==> src/rtl/l1_cache_ctrl.sv <==
// Direct-mapped, write-back L1 cache controller: one word per line, hits served locally,
// misses turned into single-word writeback/fill transactions on a shared memory port.
module l1_cache_ctrl #(
  parameter int unsigned DATA_SIZE = 2,
  parameter int unsigned NUM_LINES = 8,
  parameter int unsigned ADDR_W    = 14
) (
  input  logic                     clk,
  input  logic                     reset,
  input  logic                     cpu_req,
  input  logic                     cpu_we,
  input  logic [ADDR_W-1:0]        cpu_addr,
  input  logic [DATA_SIZE*8-1:0]   cpu_wdata,
  output logic [DATA_SIZE*8-1:0]   cpu_rdata,
  output logic                     cpu_ready,
  output logic                     processor_req,
  output logic                     mem_read_req,
  output logic                     mem_write_req,
  output logic [ADDR_W-1:0]        addr,
  output logic [DATA_SIZE*8-1:0]   mem_write_data,
  input  logic [DATA_SIZE*8-1:0]   mem_read_data,
  input  logic                     processor_resp,
  output logic [15:0]              hit_count,
  output logic [15:0]              miss_count
);

  localparam int unsigned DW    = DATA_SIZE * 8;
  localparam int unsigned IDX_W = $clog2(NUM_LINES);
  localparam int unsigned TAG_W = ADDR_W - IDX_W;

  typedef enum logic [1:0] {IDLE, WB, FILL, RESP} state_e;

  state_e                            state_q, state_d;
  logic [NUM_LINES-1:0]              valid_q, valid_d;
  logic [NUM_LINES-1:0]              dirty_q, dirty_d;
  logic [NUM_LINES-1:0][TAG_W-1:0]   tag_q, tag_d;
  logic [NUM_LINES-1:0][DW-1:0]      data_q, data_d;

  logic [ADDR_W-1:0]                 lat_addr_q, lat_addr_d;
  logic                              lat_we_q, lat_we_d;
  logic [DW-1:0]                     lat_wdata_q, lat_wdata_d;

  logic [DW-1:0]                     rdata_q, rdata_d;
  logic                              ready_q, ready_d;
  logic                              preq_q, preq_d;
  logic                              rdreq_q, rdreq_d;
  logic                              wrreq_q, wrreq_d;
  logic [ADDR_W-1:0]                 addr_q, addr_d;
  logic [DW-1:0]                     wdata_q, wdata_d;
  logic                              seen_low_q, seen_low_d;
  logic [15:0]                       hit_cnt_q, hit_cnt_d;
  logic [15:0]                       miss_cnt_q, miss_cnt_d;

  logic [IDX_W-1:0]                  cpu_idx, lat_idx;
  logic [TAG_W-1:0]                  cpu_tag, lat_tag;
  logic                              lookup_hit;
  logic                              xfer_done;

  assign cpu_idx    = cpu_addr[IDX_W-1:0];
  assign cpu_tag    = cpu_addr[ADDR_W-1:IDX_W];
  assign lat_idx    = lat_addr_q[IDX_W-1:0];
  assign lat_tag    = lat_addr_q[ADDR_W-1:IDX_W];
  assign lookup_hit = valid_q[cpu_idx] && (tag_q[cpu_idx] == cpu_tag);
  // A response only counts once it has been seen low during this request (stale-grant filter).
  assign xfer_done  = preq_q && seen_low_q && processor_resp;

  // Next-state, array update and registered-output logic
  always_comb begin
    state_d     = state_q;
    valid_d     = valid_q;
    dirty_d     = dirty_q;
    tag_d       = tag_q;
    data_d      = data_q;
    lat_addr_d  = lat_addr_q;
    lat_we_d    = lat_we_q;
    lat_wdata_d = lat_wdata_q;
    rdata_d     = rdata_q;
    preq_d      = preq_q;
    rdreq_d     = rdreq_q;
    wrreq_d     = wrreq_q;
    addr_d      = addr_q;
    wdata_d     = wdata_q;
    seen_low_d  = seen_low_q;
    hit_cnt_d   = hit_cnt_q;
    miss_cnt_d  = miss_cnt_q;

    if (preq_q && !processor_resp) seen_low_d = 1'b1;

    unique case (state_q)
      IDLE: begin
        if (cpu_req) begin
          lat_addr_d  = cpu_addr;
          lat_we_d    = cpu_we;
          lat_wdata_d = cpu_wdata;
          if (lookup_hit) begin
            if (hit_cnt_q != 16'hFFFF) hit_cnt_d = hit_cnt_q + 16'd1;
            if (cpu_we) begin
              data_d[cpu_idx]  = cpu_wdata;
              dirty_d[cpu_idx] = 1'b1;
            end else begin
              rdata_d = data_q[cpu_idx];
            end
            state_d = RESP;
          end else begin
            if (miss_cnt_q != 16'hFFFF) miss_cnt_d = miss_cnt_q + 16'd1;
            if (valid_q[cpu_idx] && dirty_q[cpu_idx]) begin
              preq_d     = 1'b1;
              wrreq_d    = 1'b1;
              addr_d     = {tag_q[cpu_idx], cpu_idx};
              wdata_d    = data_q[cpu_idx];
              seen_low_d = 1'b0;
              state_d    = WB;
            end else if (cpu_we) begin
              valid_d[cpu_idx] = 1'b1;
              dirty_d[cpu_idx] = 1'b1;
              tag_d[cpu_idx]   = cpu_tag;
              data_d[cpu_idx]  = cpu_wdata;
              state_d          = RESP;
            end else begin
              preq_d     = 1'b1;
              rdreq_d    = 1'b1;
              addr_d     = cpu_addr;
              seen_low_d = 1'b0;
              state_d    = FILL;
            end
          end
        end
      end

      WB: begin
        if (xfer_done) begin
          dirty_d[lat_idx] = 1'b0;
          preq_d           = 1'b0;
          wrreq_d          = 1'b0;
          addr_d           = '0;
          wdata_d          = '0;
          seen_low_d       = 1'b0;
          if (lat_we_q) begin
            valid_d[lat_idx] = 1'b1;
            dirty_d[lat_idx] = 1'b1;
            tag_d[lat_idx]   = lat_tag;
            data_d[lat_idx]  = lat_wdata_q;
            state_d          = RESP;
          end else begin
            state_d = FILL;
          end
        end
      end

      FILL: begin
        // Arriving from WB the port is idle for one cycle; the fill request launches here.
        if (!preq_q) begin
          preq_d     = 1'b1;
          rdreq_d    = 1'b1;
          addr_d     = lat_addr_q;
          seen_low_d = 1'b0;
        end else if (xfer_done) begin
          valid_d[lat_idx] = 1'b1;
          dirty_d[lat_idx] = 1'b0;
          tag_d[lat_idx]   = lat_tag;
          data_d[lat_idx]  = mem_read_data;
          rdata_d          = mem_read_data;
          preq_d           = 1'b0;
          rdreq_d          = 1'b0;
          addr_d           = '0;
          seen_low_d       = 1'b0;
          state_d          = RESP;
        end
      end

      RESP: begin
        state_d = IDLE;
      end

      default: begin
        state_d = IDLE;
      end
    endcase

    ready_d = (state_d == RESP);
  end

  // State and output registers with synchronous reset
  always_ff @(posedge clk) begin
    if (reset) begin
      state_q     <= IDLE;
      valid_q     <= '0;
      dirty_q     <= '0;
      tag_q       <= '0;
      data_q      <= '0;
      lat_addr_q  <= '0;
      lat_we_q    <= 1'b0;
      lat_wdata_q <= '0;
      rdata_q     <= '0;
      ready_q     <= 1'b0;
      preq_q      <= 1'b0;
      rdreq_q     <= 1'b0;
      wrreq_q     <= 1'b0;
      addr_q      <= '0;
      wdata_q     <= '0;
      seen_low_q  <= 1'b0;
      hit_cnt_q   <= '0;
      miss_cnt_q  <= '0;
    end else begin
      state_q     <= state_d;
      valid_q     <= valid_d;
      dirty_q     <= dirty_d;
      tag_q       <= tag_d;
      data_q      <= data_d;
      lat_addr_q  <= lat_addr_d;
      lat_we_q    <= lat_we_d;
      lat_wdata_q <= lat_wdata_d;
      rdata_q     <= rdata_d;
      ready_q     <= ready_d;
      preq_q      <= preq_d;
      rdreq_q     <= rdreq_d;
      wrreq_q     <= wrreq_d;
      addr_q      <= addr_d;
      wdata_q     <= wdata_d;
      seen_low_q  <= seen_low_d;
      hit_cnt_q   <= hit_cnt_d;
      miss_cnt_q  <= miss_cnt_d;
    end
  end

  assign cpu_rdata      = rdata_q;
  assign cpu_ready      = ready_q;
  assign processor_req  = preq_q;
  assign mem_read_req   = rdreq_q;
  assign mem_write_req  = wrreq_q;
  assign addr           = addr_q;
  assign mem_write_data = wdata_q;
  assign hit_count      = hit_cnt_q;
  assign miss_count     = miss_cnt_q;

endmodule

==> config.mk <==
export PLATFORM = sky130hd
export DESIGN_NAME = l1_cache_ctrl
export DESIGN_NICKNAME = d
export VERILOG_FILES = /design/src/rtl/l1_cache_ctrl.sv
export SDC_FILE = /design/constraint.sdc
export NUM_CORES = 1
export LEC_CHECK = 0
export ABC_AREA = 1
export BUFFER_PORTS_ARGS = -buffer_cell sky130_fd_sc_hd__buf_4
export CAP_MARGIN = 20
export CORE_UTILIZATION = 44
export CTS_BUF_LIST = sky130_fd_sc_hd__clkbuf_2
export CTS_CLUSTER_SIZE = 20
export DETAILED_ROUTE_END_ITERATION = 6
export GPL_ROUTABILITY_DRIVEN = 0
export PLACE_DENSITY = 0.67
export SLEW_MARGIN = 30
export SYNTH_ARGS = -nofsm -noshare
export SYNTH_HDL_FRONTEND = slang
export SYNTH_SLANG_ARGS = --single-unit
==> constraint.sdc <==
create_clock -name clk -period 3.1 [get_ports clk]
set_clock_uncertainty 0.05 [all_clocks]
set_input_delay 0.31 -clock clk [delete_from_list [all_inputs] [get_ports clk]]
set_output_delay 0.31 -clock clk [all_outputs]
set_load 0.005 [all_outputs]
## Word level (Yosys, flattened, before mapping)

Cells that the tools add are included.

- Bits in registers: 348
- Input port bits: 51
- Logic and storage cells: 202

- $add $sub $neg: 2
- Order comparisons: 4
- Eq/ne operators: 21
- Muxes and demuxes: 113
- Bitwise logic cells: 7
- Reductions and logical operators: 23

Operator list:

| cell | count |
|---|---|
| $mux W128 | 8 |
| $mux W88 | 8 |
| $bwmux W128 | 3 |
| $pmux W128 S3 | 1 |
| $pmux W88 S3 | 1 |
| $mux W16 | 12 |
| $bwmux W88 | 2 |
| $mux W8 | 16 |
| $demux W16 S3 | 2 |
| $mux W14 | 6 |
| $demux W11 S3 | 2 |
| $pmux W16 S2 | 2 |
| $bmux W16 S3 | 1 |
| $pmux W8 S3 | 2 |
| $pmux W14 S3 | 1 |
| $bmux W11 S3 | 1 |
| $mux W11 | 3 |
| $add A16 B1 Y16 const B | 2 |
| $ne A16 B16 Y1 const B | 2 |
| $or A8 B8 Y8 | 4 |
| $mux W1 | 27 |
| $ne A2 B2 Y1 const B | 11 |
| $reduce_and A6 Y1 | 3 |
| $mux W2 | 6 |
| 24 further kinds | 44 |

## Depth between registers and ports, before layout

Gate-level depths: netlist of run 1.

- Depth after elaboration: 10
- Mapped depth: 21
- Gate-level depth less buffers: 18

## Worst setup path before layout of run 1

Ideal clock, no wire load.

- Path kind: register to register
- Start point: register state_q[1]
- End point: register tag_q[56] in the netlist's numbering
- Arrival time: 2.281 ns
- Required time: 2.939 ns
- Slack: 0.658 ns
- Cell stages (with the launch flop): 17
- Buffers on the path: 3
- Clock period less this slack: 2.442 ns
- Path through: dfxtp_1 -> inv_1 -> ha_1 -> buf_2 -> inv_1 -> or2_1 -> buf_4 -> nand2_1 -> a2111oi_0 -> nand3_1 -> inv_2 -> nand2_8 -> nor2_4 -> buf_2 -> nand2_1 -> nand2_1 -> nor2_1

- Word-level cells in the longest chain between the ends: 3
- Elaborated cells between the ends (all ways): 14
- Classes of those cells: 10 x eq/ne; 1 x mux; 3 x reduce/logical

RTL lines:

| what | RTL line | RTL |
|---|---|---|
| start: declaration | 33 | `state_e state_q, state_d;` |
| start signal: assignment | 205 | `state_q <= state_d;` |
| $eq A2 B1 Y1 (tied with other cells) | 89 | `unique case (state_q)` |
| $ne A2 B2 Y1 (no line) / $reduce_bool A3 Y1 (equally long branches) | - |  |
| $reduce_and A9 Y1 (no line) | - |  |
| end signal: assignment | 208 | `tag_q <= tag_d;` |
| end: declaration | 36 | `logic [NUM_LINES-1:0][TAG_W-1:0] tag_q, tag_d;` |

Several ways; a longest one is shown, not always the timed one.
A chain may end at the register's enable or synchronous reset.

## Worst setup path after layout of run 1

- Start point: register state_q[0]
- End point: register lat_addr_q[10]

- Word-level cells in the longest chain between the ends: 2

RTL lines:

| what | RTL line | RTL |
|---|---|---|
| $logic_not A2 Y1 | 89 |  |
| $reduce_and A2 Y1 (no line) | - |  |
| end signal: assignment | 210 | `lat_addr_q <= lat_addr_d;` |
| end: declaration | 39 | `logic [ADDR_W-1:0] lat_addr_q, lat_addr_d;` |

Every way passes these cells.

==> results.md, run 1 <==
- Failing checks: design-rule violations
- Placed instance area: 0.02239 mm2
- Area leader, netlist: dfxtp_1
- Total power: 11.77 mW
- Io pins: 133
- Clock Tree Root: clkbuf_2
- Antenna viol nets, final: 0
- First-pass GRT wire length: 115.2 mm
- Critical Path Source Type: register
- Die width: 220.1 um
- Vias in the first global route: 20640
- Commonest non-fill, non-tap cell in the layout: nand2_1
- Post-Route WL: 73.97 mm
- Initial Util: 0.4476
- Peak VDD IR: 232.0 uV
- 1st-iter DRT viols: 2752
- Total die area: 0.04844 mm2
- Required time of the critical path: 4000 ps
- Routed WL per cell: 17.39 um
- EDFF count, synth: 0
- GRT Util Overall: 0.3015
- Mapped Cells: 3367
- Unrepaired setup endpoints after global routing: no
- CTS tree: built
- Share of post-route cells with drive strength above 1: 0.1174
- Distinct cell type count after synthesis: 55
- Register area share after synthesis: 0.3329
- Asr flop ratio synth: 0
- Pwr Density: 487.8 mW/mm2
- Status: complete, but fails checks
- Data arrival time of the critical path: 3580 ps
- Worst-Margin Slew: 791.8 ps
- Via/cell ratio: 5.425
- Clock Pin Slew Worst Setup and Hold Paths: 120 ps
- Synth Flop Type: dfxtp_1
- Residual DRC: 19
- Number of synthesis warnings: 0
- HPWL Detailed: 50.15 mm
- Largest net degree at the start of global routing: 156
- Post-CTS resize count: 0
- Hold Path Class: input pin to register
- # nets final: 3631
- Final cycle utilization of the critical path: 0.8642
- Crit path capture type: register
- Post-synth design cell area: 0.02093 mm2
- Area growth syn-to-layout: 15.32%
- Final setup fails: 0
- Final hold slack: 110.2 ps
- Final setup margin: 421.0 ps
- Grt total ovfl: 0
- Total CTS buffers: 95
- Syn_nets: 3424
- Avg Cell Area, Syn: 6.215 um2
- CTS sink cnt: 348
- Synth top area cells: dfxtp_1 (33%), nand2_1 (18%), nor2_1 (8.4%), inv_1 (7.8%), o21ai_0 (5.5%)
- Slew headroom: 0.4721
- FMAX: 373.3 MHz
- Vias: 23080
- Static leakage: 11.57 nW
- Share of the synthesized area in the top cell type: 0.3329
- Final Critical Period: 2679 ps
- Most frequent cells in the layout: nand2_1 (1002), nor2_1 (467), inv_1 (435)
- Critical path type: register to register
- Pre-CTS setup slack: 223.4 ps
- Fin. max-slew vios: 0
- Max-cap viol count: 0
- TNS Setup: 0 ps
- I/O Buffers: 132
- Core Rows: 79
- Design Area, Final: 0.02413 mm2
- Post-CTS Setup Bufs: 0
- Initial antenna violation count: 1
- CTS HTree Levels: 3
- Maximum clock insertion buffer count: 3
- Fin. Hold Viols: 0
- Clk Latency, worst-skew pair: 1090 ps
- CP Max Fanout: 20
- Post-CTS Hold Fix Bufs: 89
- Vert. Die Dim: 220.1 um
- DRT Pass-1 Iters: 7
- Flops & latches, synth: 348
- Core box area: 0.04675 mm2
kinds of logic (layout without fill, tap and decap cells):
family / count (synthesis) / after routing / synth area share
buffers and inverters: 663 / 942 / 0.1363
adders and majority gates: 6 / 6 / 0.003587
AOI/OAI and AO/OA: 686 / 686 / 0.1980
and+or+nand+nor: 1652 / 1652 / 0.3242
other: 0 / 1 / 0
xor gates and xnor gates: 12 / 12 / 0.005023
DFF: 348 / 348 / 0.3329
layer usage:
metal | track usage | vias to the layer above | routed length (um)
met5 | 0 | - | 0
met4 | 0.09954 | 0 | 1655
li1 | - | 11220 | -
met2 | 0.4453 | 1262 | 30820
met3 | 0.06515 | 156 | 8468
met1 | 0.4303 | 10450 | 33020
final cells by class:
| type | instances | area [um2] |
|---|---|---|
| Timing Repair Buffer | 308 | 2660 |
| Tap cell | 607 | 759.5 |
| Fill cell | 4762 | 22620 |
| Clock buffer | 140 | 700.7 |
| Sequential cell | 348 | 6967 |
| Inverter | 465 | 1768 |
| Antenna cell | 1 | 2.502 |
| Clock inverter | 29 | 145.1 |
| Multi-Input combinational cell | 2356 | 11130 |
where the power goes:
group | internal, mW | switching [mW] | leakage [nW]
sequential | 4.87 | 0.216 | 2.83
clock | 1.29 | 2.09 | 0.649
combinational | 1.02 | 2.28 | 8.09
synthesized netlist by cell type (19+ instances only):
cell type	count
o21ai_1	21
nand2_1	1003
nor2_1	468
o21ai_0	231
dfxtp_1	348
a22oi_1	69
a21oi_1	117
buf_2	19
buf_6	38
o22ai_1	133
inv_1	435
o221ai_1	49
nand3_1	76
clkbuf_1	112
nor3_1	21
worst max-delay path, cell delays in order (launching register included):
cell	delay [ps]
dfxtp_1	350
inv_1	150
ha_4	240
nand2_2	280
o21ai_0	290
dlygate4sd3_1	610
a21oi_1	50
dlygate4sd3_1	570
registers in the layout, summed over array words and instances, names as in the netlist:
name / count
lat_wdata_q: 16
dirty_q: 8
mem_write_req: 1
seen_low_q: 1
mem_write_data: 16
miss_count: 16
lat_we_q: 1
cpu_ready: 1
valid_q: 8
cpu_rdata: 16
mem_read_req: 1
processor_req: 1
hit_count: 16
lat_addr_q: 14
data_q: 128
state_q: 2
tag_q: 88
addr: 14
stage by stage:
stage,cells,utilization
2_1_floorplan,3367,-
3_3_place_gp,3995,0.4789
3_5_place_dp,3995,0.4789
4_1_cts,4253,0.5160
5_1_grt,4254,0.5162
6_report,4254,0.5162
worst paths after layout:
path | from | endpoint | slack, ps | cells after the start
setup / recovery | state_q[0] | lat_addr_q[10] | 420 | 7
hold / removal | cpu_wdata[9] | data_q[25] | 110 | 6
setup reg to reg | state_q[0] | lat_addr_q[10] | 420 | 7
hold reg to reg | lat_wdata_q[4] | lat_wdata_q[4] | 400 | 2
(Power assumes the default switching activity.)
==> run 2, diff against run 1 <==
==> constraint.sdc (replaced) <==
create_clock -name clk -period 2.88 [get_ports clk]
set_clock_uncertainty 0.05 [all_clocks]
set_input_delay 0.288 -clock clk [delete_from_list [all_inputs] [get_ports clk]]
set_output_delay 0.288 -clock clk [all_outputs]
set_load 0.005 [all_outputs]
==> results.md, run 2 (synthesized netlist as in run 1, its figures left out) <==
- Vert. Die Dim: 220.1 um
- CP Max Fanout: 32
- Total CTS buffers: 94
- Via/cell ratio: 5.455
- Static leakage: 11.89 nW
- Fin. Hold Viols: 0
- Design Area, Final: 0.02476 mm2
- Largest net degree at the start of global routing: 89
- R2R cell count: 12
- Most frequent cells in the layout: nand2_1 (1001), nor2_1 (466), inv_1 (435)
- Logic pwr share: 0.277
- FMAX: 359.6 MHz
- Placed instance area: 0.02267 mm2
- Net Sw Frac: 0.3711
- Critical path type: register to register
- Status: complete, but fails checks
- Core Util, Final: 0.5296
- Post-Route WL: 74.32 mm
- CTS sink cnt: 348
- Hold path cells: 5
- Io pins: 133
- Final Critical Period: 2781 ps
- Area growth syn-to-layout: 18.31%
- GRT Util Overall: 0.3026
- Core Rows: 79
- Clock Tree Root: clkbuf_2
- CTS tree: built
- Critical Path Source Type: register
- Worst path cell trace: inv_1 > ha_1 > nor2_2 > inv_2 > nand2_1 > o2111a_1 > buf_12 > nand4_4 > buf_12 > nor2_1 > nor2_1 > dlygate4sd3_1
- Routed WL per cell: 17.32 um
- 1st-iter DRT viols: 2972
- Max-cap viol count: 0
- Data arrival time of the critical path: 3740 ps
- Fin. max-slew vios: 0
- Peak VDD IR: 254.3 uV
- TNS Setup: 0 ps
- Vias: 23400
- Cell Count, Final, Fillers Out: 4290
- Worst-Margin Slew: 854.7 ps
- Core box area: 0.04675 mm2
- Unrepaired setup endpoints after global routing: no
- Total power: 13.18 mW
- DRT Pass-1 Iters: 7
- NetSw: 4.890 mW
- Reg power frac: 0.416
- Total die area: 0.04844 mm2
- Failing checks: design-rule violations
- Crit-path slowest cell: dlygate4sd3_1
- Max incr delay on CP: 540 ps
- Residual DRC: 19
- Initial antenna violation count: 1
- Antenna viol nets, final: 0
- CTS HTree Levels: 3
- Hold Path Class: input pin to register
- Vias in the first global route: 20660
- Pwr Density: 532.3 mW/mm2
- Fill cells: 4733
- Final setup fails: 0
- Reg with most FFs: data_q
- Max reg flops: 128
- Final setup margin: 98.86 ps
- Die width: 220.1 um
- Post-Place Cells: 4016
- Pre-CTS setup slack: -21.13 ps
- First-pass GRT wire length: 115.5 mm
- Clock share of power: 0.307
- Required time of the critical path: 3840 ps
- HPWL Detailed: 49.92 mm
- Initial Util: 0.4476
- Clock Pin Slew Worst Setup and Hold Paths: 110 ps
- Cell Int Power: 8.288 mW
- # nets final: 3676
- Final cycle utilization of the critical path: 0.9657
- I/O Buffers: 132
- Slew headroom: 0.4258
- Maximum clock insertion buffer count: 3
- Crit path capture type: register
- Share of post-route cells with drive strength above 1: 0.1263
- Commonest non-fill, non-tap cell in the layout: nand2_1
- Regs by FF count: data_q: 128 flops, tag_q: 88 flops
- Final hold slack: 131.3 ps
- Clk Latency, worst-skew pair: 1100 ps
- Grt total ovfl: 0
run 2: worst paths after layout:
| check | from | endpoint | slack [ps] |
|---|---|---|---|
| min | reset | data_q[29] | 130 |
| max | state_q[1] | data_q[25] | 100 |
| min reg2reg | lat_wdata_q[3] | lat_wdata_q[3] | 400 |
| max reg2reg | state_q[1] | data_q[25] | 100 |
run 2: area by class of cell:
| class | count | area, um2 | share of cell area |
|---|---|---|---|
| clock buffers | 147 | 735.7 | 0.02972 |
| inverters | 465 | 1768 | 0.07141 |
| well taps | 607 | 759.5 | 0.03068 |
| flip-flops and latches | 348 | 6968 | 0.2814 |
| clock inverters | 12 | 203.9 | 0.008237 |
| repair buffers | 354 | 3186 | 0.1287 |
| diodes | 1 | 2.502 | 0.0001011 |
| multi-input cells | 2356 | 11140 | 0.4498 |
run 2: critical path, delay by kind of cell, from the launching register on:
| family | cells | cell delay, ps |
|---|---|---|
| buffers and inverters | 5 | 1130 |
| AND/OR/NAND/NOR | 5 | 580 |
| flip-flops | 1 | 380 |
| adder cells (fa/ha/maj) | 1 | 280 |
| AO/OA/AOI/OAI | 1 | 250 |
run 2: power by group through the flow:
stage	Clock (mW)	Sequential [mW]	Combinational, mW
after floorplan	0	5.51	2.37
after global placement	0	5.58	3.36
after detailed placement	0	5.58	3.37
after CTS	4.11	5.47	3.53
after global routing	4.37	5.52	4.03
final	4.04	5.48	3.65
run 2: repair_timing:
action	in CTS	in global routing
resized for setup	0	7
hold buffers	106	0
setup buffers	0	8
endpoints found under the hold margin	348	0
endpoints found under the setup margin	0	5
run 2: per-layer routing:
metal	routed length (um)	part of all wire	global-route usage
met1	32550	0.44	0.4308
met2	31130	0.42	0.4442
met3	8932	0.12	0.07177
met4	1705	0.023	0.09839
met5	0	0	0
